===== src/rtl/demux_route_ctrl.sv =====
// -----------------------------------------------------------------------------
// demux_route_ctrl
//
// Queues {dest, data} entries from an upstream valid/ready source. Each entry
// is then presented to a downstream 1x8 demultiplexer for a fixed number of
// cycles. The data bit goes out on D and the channel select on S. Entries
// leave the queue in arrival order. While the queue still holds work, one
// entry follows the next with no idle cycle between them.
//
// Parameters
//   HOLD_CYCLES  cycles each routed entry is held on D/S (1..15)
//   FIFO_DEPTH   queue capacity in entries (power of two, 2..16)
//
// Ports
//   clk          rising-edge system clock
//   rst_n        asynchronous active-low reset
//   in_valid     upstream offers an entry
//   in_ready     queue has room (derived from the registered occupancy only)
//   in_dest      destination channel 0..7 of the offered entry
//   in_data      data bit of the offered entry
//   D            registered data bit to the demux
//   S            registered select to the demux
//   busy         high while an entry is being held on D/S
//   fifo_count   current queue occupancy, 0..FIFO_DEPTH
//   tx_count     (only with DEMUX_ROUTE_STAT_EN) 8-bit wrapping count of
//                entries popped from the queue
//
// Build option
//   DEMUX_ROUTE_STAT_EN  when defined, adds the tx_count output and counter.
// -----------------------------------------------------------------------------
module demux_route_ctrl #(
    parameter int HOLD_CYCLES = 2,
    parameter int FIFO_DEPTH  = 4
) (
    input  logic       clk,
    input  logic       rst_n,
    input  logic       in_valid,
    output logic       in_ready,
    input  logic [2:0] in_dest,
    input  logic       in_data,
    output logic       D,
    output logic [2:0] S,
    output logic       busy,
    output logic [4:0] fifo_count
`ifdef DEMUX_ROUTE_STAT_EN
    ,
    output logic [7:0] tx_count
`endif
);

    localparam int               PTR_W     = (FIFO_DEPTH > 1) ? $clog2(FIFO_DEPTH) : 1;
    localparam logic [PTR_W-1:0] PTR_ONE   = PTR_W'(1);
    localparam logic [3:0]       HOLD_LOAD = 4'(HOLD_CYCLES - 1);
    localparam logic [4:0]       DEPTH_CNT = 5'(FIFO_DEPTH);

    typedef enum logic {
        IDLE = 1'b0,
        HOLD = 1'b1
    } state_t;

    state_t state_reg, state_next;

    // Queue storage. It has no reset: after a reset the pointers and count
    // are cleared, so any old contents can no longer be read.
    logic [2:0] mem_dest [FIFO_DEPTH];
    logic       mem_data [FIFO_DEPTH];

    logic [PTR_W-1:0] wr_ptr_reg;
    logic [PTR_W-1:0] rd_ptr_reg;
    logic [4:0]       count_reg;
    logic [4:0]       count_next;

    logic [3:0] hold_cnt_reg;
    logic [3:0] hold_cnt_next;
    logic       d_reg;
    logic       d_next;
    logic [2:0] s_reg;
    logic [2:0] s_next;
    logic       busy_reg;
    logic       busy_next;

    logic push;
    logic pop;
    logic queue_empty;

    // in_ready looks only at the registered occupancy. A pop in the same
    // cycle therefore never lets a push into a full queue.
    assign in_ready    = (count_reg < DEPTH_CNT);
    assign push        = in_valid && in_ready;
    assign queue_empty = (count_reg == 5'd0);

    // -------------------------------------------------------------------------
    // Queue write port
    // -------------------------------------------------------------------------
    always_ff @(posedge clk) begin
        if (push) begin
            mem_dest[wr_ptr_reg] <= in_dest;
            mem_data[wr_ptr_reg] <= in_data;
        end
    end

    // -------------------------------------------------------------------------
    // Pointers and occupancy. FIFO_DEPTH is a power of two, so the pointers
    // wrap on their own when they overflow.
    // -------------------------------------------------------------------------
    always_comb begin
        count_next = count_reg;
        if (push && !pop) begin
            count_next = count_reg + 5'd1;
        end else if (pop && !push) begin
            count_next = count_reg - 5'd1;
        end
    end

    always_ff @(posedge clk or negedge rst_n) begin
        if (!rst_n) begin
            wr_ptr_reg <= '0;
            rd_ptr_reg <= '0;
            count_reg  <= 5'd0;
        end else begin
            if (push) begin
                wr_ptr_reg <= wr_ptr_reg + PTR_ONE;
            end
            if (pop) begin
                rd_ptr_reg <= rd_ptr_reg + PTR_ONE;
            end
            count_reg <= count_next;
        end
    end

    // -------------------------------------------------------------------------
    // Route FSM: next state and registered outputs
    // -------------------------------------------------------------------------
    always_comb begin
        state_next    = state_reg;
        hold_cnt_next = hold_cnt_reg;
        d_next        = d_reg;
        s_next        = s_reg;
        busy_next     = busy_reg;
        pop           = 1'b0;

        unique case (state_reg)
            IDLE: begin
                if (!queue_empty) begin
                    pop           = 1'b1;
                    state_next    = HOLD;
                    d_next        = mem_data[rd_ptr_reg];
                    s_next        = mem_dest[rd_ptr_reg];
                    busy_next     = 1'b1;
                    hold_cnt_next = HOLD_LOAD;
                end
            end
            HOLD: begin
                if (hold_cnt_reg != 4'd0) begin
                    hold_cnt_next = hold_cnt_reg - 4'd1;
                end else if (!queue_empty) begin
                    // Back-to-back: load the next entry without an IDLE cycle.
                    pop           = 1'b1;
                    d_next        = mem_data[rd_ptr_reg];
                    s_next        = mem_dest[rd_ptr_reg];
                    busy_next     = 1'b1;
                    hold_cnt_next = HOLD_LOAD;
                end else begin
                    // S keeps the last select so the demux does not switch
                    // while D is low.
                    state_next = IDLE;
                    d_next     = 1'b0;
                    busy_next  = 1'b0;
                end
            end
            default: begin
                state_next = IDLE;
            end
        endcase
    end

    always_ff @(posedge clk or negedge rst_n) begin
        if (!rst_n) begin
            state_reg    <= IDLE;
            hold_cnt_reg <= 4'd0;
            d_reg        <= 1'b0;
            s_reg        <= 3'd0;
            busy_reg     <= 1'b0;
        end else begin
            state_reg    <= state_next;
            hold_cnt_reg <= hold_cnt_next;
            d_reg        <= d_next;
            s_reg        <= s_next;
            busy_reg     <= busy_next;
        end
    end

    assign D          = d_reg;
    assign S          = s_reg;
    assign busy       = busy_reg;
    assign fifo_count = count_reg;

`ifdef DEMUX_ROUTE_STAT_EN
    // -------------------------------------------------------------------------
    // Count of popped entries. Eight bits, so it wraps from 255 back to 0.
    // -------------------------------------------------------------------------
    logic [7:0] tx_count_reg;

    always_ff @(posedge clk or negedge rst_n) begin
        if (!rst_n) begin
            tx_count_reg <= 8'd0;
        end else if (pop) begin
            tx_count_reg <= tx_count_reg + 8'd1;
        end
    end

    assign tx_count = tx_count_reg;
`endif

endmodule


===== config.mk =====
export PLATFORM = sky130hd
export DESIGN_NAME = demux_route_ctrl
export DESIGN_NICKNAME = d
export VERILOG_FILES = /design/src/rtl/demux_route_ctrl.sv
export SDC_FILE = /design/constraint.sdc
export NUM_CORES = 1
export LEC_CHECK = 0
export BUFFER_PORTS_ARGS = -buffer_cell sky130_fd_sc_hd__buf_2
export CAP_MARGIN = 20
export CORE_MARGIN = 8
export CORE_UTILIZATION = 61
export CTS_BUF_LIST = sky130_fd_sc_hd__clkbuf_4 sky130_fd_sc_hd__clkbuf_8 sky130_fd_sc_hd__clkbuf_16
export DETAILED_ROUTE_END_ITERATION = 7
export MAX_ROUTING_LAYER = met4
export PLACE_DENSITY = 0.79
export SLEW_MARGIN = 25
export SYNTH_ARGS = -nofsm -noshare
export SYNTH_HDL_FRONTEND = slang
export SYNTH_SLANG_ARGS = --single-unit

===== constraint.sdc =====
create_clock -name clk -period 6.65 [get_ports clk]
set_input_delay 1.33 -clock clk [delete_from_list [all_inputs] [get_ports clk]]
set_output_delay 1.33 -clock clk [all_outputs]
set_load 0.01 [all_outputs]

==> summary by stage <==
Setup path
The internal reg-to-reg setup slack is 3800 ps. The startpoint class of the critical path is a flip-flop. Walking the worst path, the cells encountered are inv_1 > ha_1 > nand2b_1 > o21ai_2 > and2_4 > inv_1 > ha_1 > inv_1 > ha_1 > a2111o_1 > a21oi_1 > xor2_1. In this run the worst setup path terminates at fifo_count[4]$_DFFE_PN0P_.

The endpoint arrival time on the critical path is 3100 ps. The maximum fanout along the worst path is 7. The delay of the slowest cell on the worst path is 400 ps.

The slowest stage of the critical path is the a2111o_1 cell. The startpoint of the worst-slack reg-to-reg timing path is hold_cnt_reg[0]$_DFF_PN0_. The origin of the worst setup path is hold_cnt_reg[0]$_DFF_PN0_. The type of element capturing the critical path is a flip-flop. The critical path in this run is classified as flip-flop to flip-flop. The end of the worst register-to-register path is fifo_count[4]$_DFFE_PN0P_.

The required time reported for the critical path endpoint is 6900 ps. The path depth of the worst reg2reg path is 12.

Cells and area
The layout overhead on the synthesized area is 11.1%. For this run, the number of standard cells in the final layout without fillers is around 170. The number of antenna diodes in the final layout is 0. The library cells used most frequently in the layout, excluding fill and tap cells, are dfrtp_1 (19), buf_2 (17), edfxtp_1 (16).

With fillers left out, the area of the finished cells amounts to 1800 um^2. The library cell used most frequently in the layout, excluding fill and tap cells, is dfrtp_1. The register with the most flip-flops in the layout has 12 of them.

In the final design database the tool counted 151 nets. The share of layout cells above drive strength 1 is 0.333. More flip-flops sit in one register than any other, and that register is mem_dest.

Global routing
The global-route congestion overflow total is 0. The met2 global-route usage is 0.226. The global routing stage identified its most utilized layer as met2.

The global-route track usage on met3 is 0.0563. The via count of the first global-routing pass was ~940. The first-pass GRT wire length is ~4300 um.

The pin count of the biggest net entering global routing is 20. The number of antenna violations at the first check in global routing was 0. The routing usage on met1 is 0.143. For this run, the total global-route usage over all layers was measured as 0.136.

Die
The die covers 4560 um^2. 18 I/O pins were placed. The placement row count is 18. The total core area is 2500 um^2. For this configuration, the core starts out at a cell density of 0.648. The die is 67.5 um wide. The die span in y is 67.5 um.

Clock network
The clock sink count is 35. The register clock-pin slew on the reported worst setup and hold paths is 100 ps. The number of setup buffers added after CTS is 0. The number of buffers created by CTS is 5. For the worst-skew pair, the clock arrives at the later sink with an insertion delay of about 320 ps. The largest buffer count on any clock path is 2.

The number of hold buffers added after cts is 0. The H-tree was split into 2 levels. CTS placed an instance of clkbuf_4 at the clock tree root. The count of instances resized after the clock tree is built is 0. TritonCTS built the clock tree.

Logic synthesis
The fraction of the yosys area taken by sequential cells is 0.590. The largest area contributor in the netlist is edfxtp_1. The synthesized flop and latch total is 35.

The number of instances in the synthesized netlist is 113. Sorting the synthesized cells by area gives the leading types as edfxtp_1 (30%), dfrtp_1 (29%), ha_1 (7.0%). The mapped cell area is around 1600 um^2. The number of nets in the synthesized netlist is 130. The per-instance average area after synthesis is 14.3 um^2. Yosys mapped the design onto 33 distinct sky130hd cell types. The yosys synthesis warning count is 0. The area fraction of the dominant cell type after synthesis is 0.297.

Drt
Summing over every cut layer, the via total after detailed routing is 919. The number of vias per cell is 5.57. The detail-routed net length per standard cell is between 15 and 20 um. The count of nets left with antenna violations once routing finished came out at 0.

In the routed design, unresolved DRC markers number 0. The iteration-0 DRC count of the detailed router is 51. The first-pass detailed-route iteration total is 6. The routed design has ~2600 um of wire.

STA
The number of max-slew violations in the final report came to 0. The final critical-path required period is 2850 ps. The tightest hold path in the finished design has a slack of 483 ps. Setup repair after global routing left no endpoint under its margin. The maximum operating frequency is 0.351 GHz.

The count of endpoints failing hold in the final timing report came to 0. Dividing the final minimum period by the clock period gives 0.428. At the pin with the least slew margin, the transition time is between 400 and 500 ps. The final-layout setup total negative slack is 0 ps.

Between clock sinks in the finished design, the worst skew comes to between 6 and 7 ps. The final count of negative-setup-slack endpoints is 0. The worst pin sits at a relative slew slack of 0.718.

Worst hold path
The worst hold-check path type is flip-flop to flip-flop.

Placed design
The placed instances occupy a cell area of around 1700 um^2. The port buffer count is 17. The count of placed standard cells including taps is 157. The final RePlAce weighted congestion is 0.745. The total half-perimeter wirelength after legalization and detailed placement is ~2000 um.

Run
The number of max-cap violations is 0.

Run status
The flow ran to the end, and the final reports show no timing, DRC or antenna violations.

Power
The largest voltage drop on the vdd net is approximately 0.14 mV. Summed over all cells, the static leakage comes to 0.760 nW. The ratio of total power to cell area is between 200 and 250 nW/um^2.
==> worst max-delay path: cells and delay by family, from the launching register on <==
| family | cells | cell delay, ps |
|---|---|---|
| AND/OR/NAND/NOR | 2 | 340 |
| XOR/XNOR | 1 | 160 |
| adder cells (fa/ha/maj) | 3 | 700 |
| flip-flops | 1 | 390 |
| buffers and inverters | 3 | 330 |
| AO/OA/AOI/OAI | 3 | 850 |
==> cell families after synthesis <==
logic type | after synthesis | share of synthesized area
xor gates and xnor gates | 7 | 0.0379
muxes | 10 | 0.104
AOI/OAI and AO/OA | 16 | 0.0657
DFF | 35 | 0.590
buffers and inverters | 11 | 0.0301
and+or+nand+nor | 24 | 0.0897
adders and majority gates | 10 | 0.0819
==> report_power, final <==
| part | leakage, nW | switching (mW) | internal (mW) |
|---|---|---|---|
| clock network | 0.0426 | 0.0650 | 0.0773 |
| logic | 0.353 | 0.00366 | 0.00129 |
| registers | 0.364 | 0 | 0.226 |
| total | 0.760 | 0.0687 | 0.305 |
==> synthesized netlist by cell type (all sizes together) <==
| cell | count |
|---|---|
| dfrtp | 19 |
| edfxtp | 16 |
| ha | 9 |
| inv | 8 |
| nand2 | 8 |
| o21ai | 7 |
| mux2 | 6 |
| xnor2 | 6 |
| and3 | 4 |
| mux4 | 4 |
| nand3 | 3 |
| nor2 | 3 |
| a21oi | 2 |
| and2 | 2 |
| clkbuf | 2 |
| nor3 | 2 |
| a2111o | 1 |
| a211oi | 1 |
| a21o | 1 |
| a22o | 1 |
| a31oi | 1 |
| buf | 1 |
| fa | 1 |
| nand2b | 1 |
| nand3b | 1 |
| o22ai | 1 |
| o31ai | 1 |
| xor2 | 1 |
==> layer usage <==
| layer | wire, um | vias up |
|---|---|---|
| met3 | 143 | 4 |
| met4 | 25 | 0 |
| met1 | 1100 | 446 |
| met5 | 0 | - |
| li1 | - | 448 |
| met2 | 1360 | 21 |
==> worst min path at each step <==
stage | startpoint | end | slack (ps) | cells past startpoint
CTS | busy$_DFFE_PN0P_ | busy$_DFFE_PN0P_ | 490 | 1
global route | busy$_DFFE_PN0P_ | busy$_DFFE_PN0P_ | 500 | 1
global placement | busy$_DFFE_PN0P_ | busy$_DFFE_PN0P_ | 460 | 1
finish | busy$_DFFE_PN0P_ | busy$_DFFE_PN0P_ | 480 | 1
floorplan | wr_ptr_reg[0]$_DFFE_PN0P_ | wr_ptr_reg[0]$_DFFE_PN0P_ | 500 | 1
detailed placement | busy$_DFFE_PN0P_ | busy$_DFFE_PN0P_ | 470 | 1
==> area by class of cell <==
type	instances	area [um^2]
clock inverters	3	38.8
clock buffers	5	37.5
inverters	8	30.0
fillers	156	701
repair buffers	17	85.1
flip-flops and latches	35	956
well taps	30	37.5
multi-input cells	67	614
==> through the flow <==
step,setup WS (ps),utilization,power [mW]
2_1_floorplan,3770,-,0.231
3_3_place_gp,3580,0.689,0.235
3_5_place_dp,3500,0.689,0.236
4_1_cts,3820,0.720,0.378
5_1_grt,3630,0.720,0.389
6_report,3800,0.720,0.373
(Power assumes the default switching activity.)
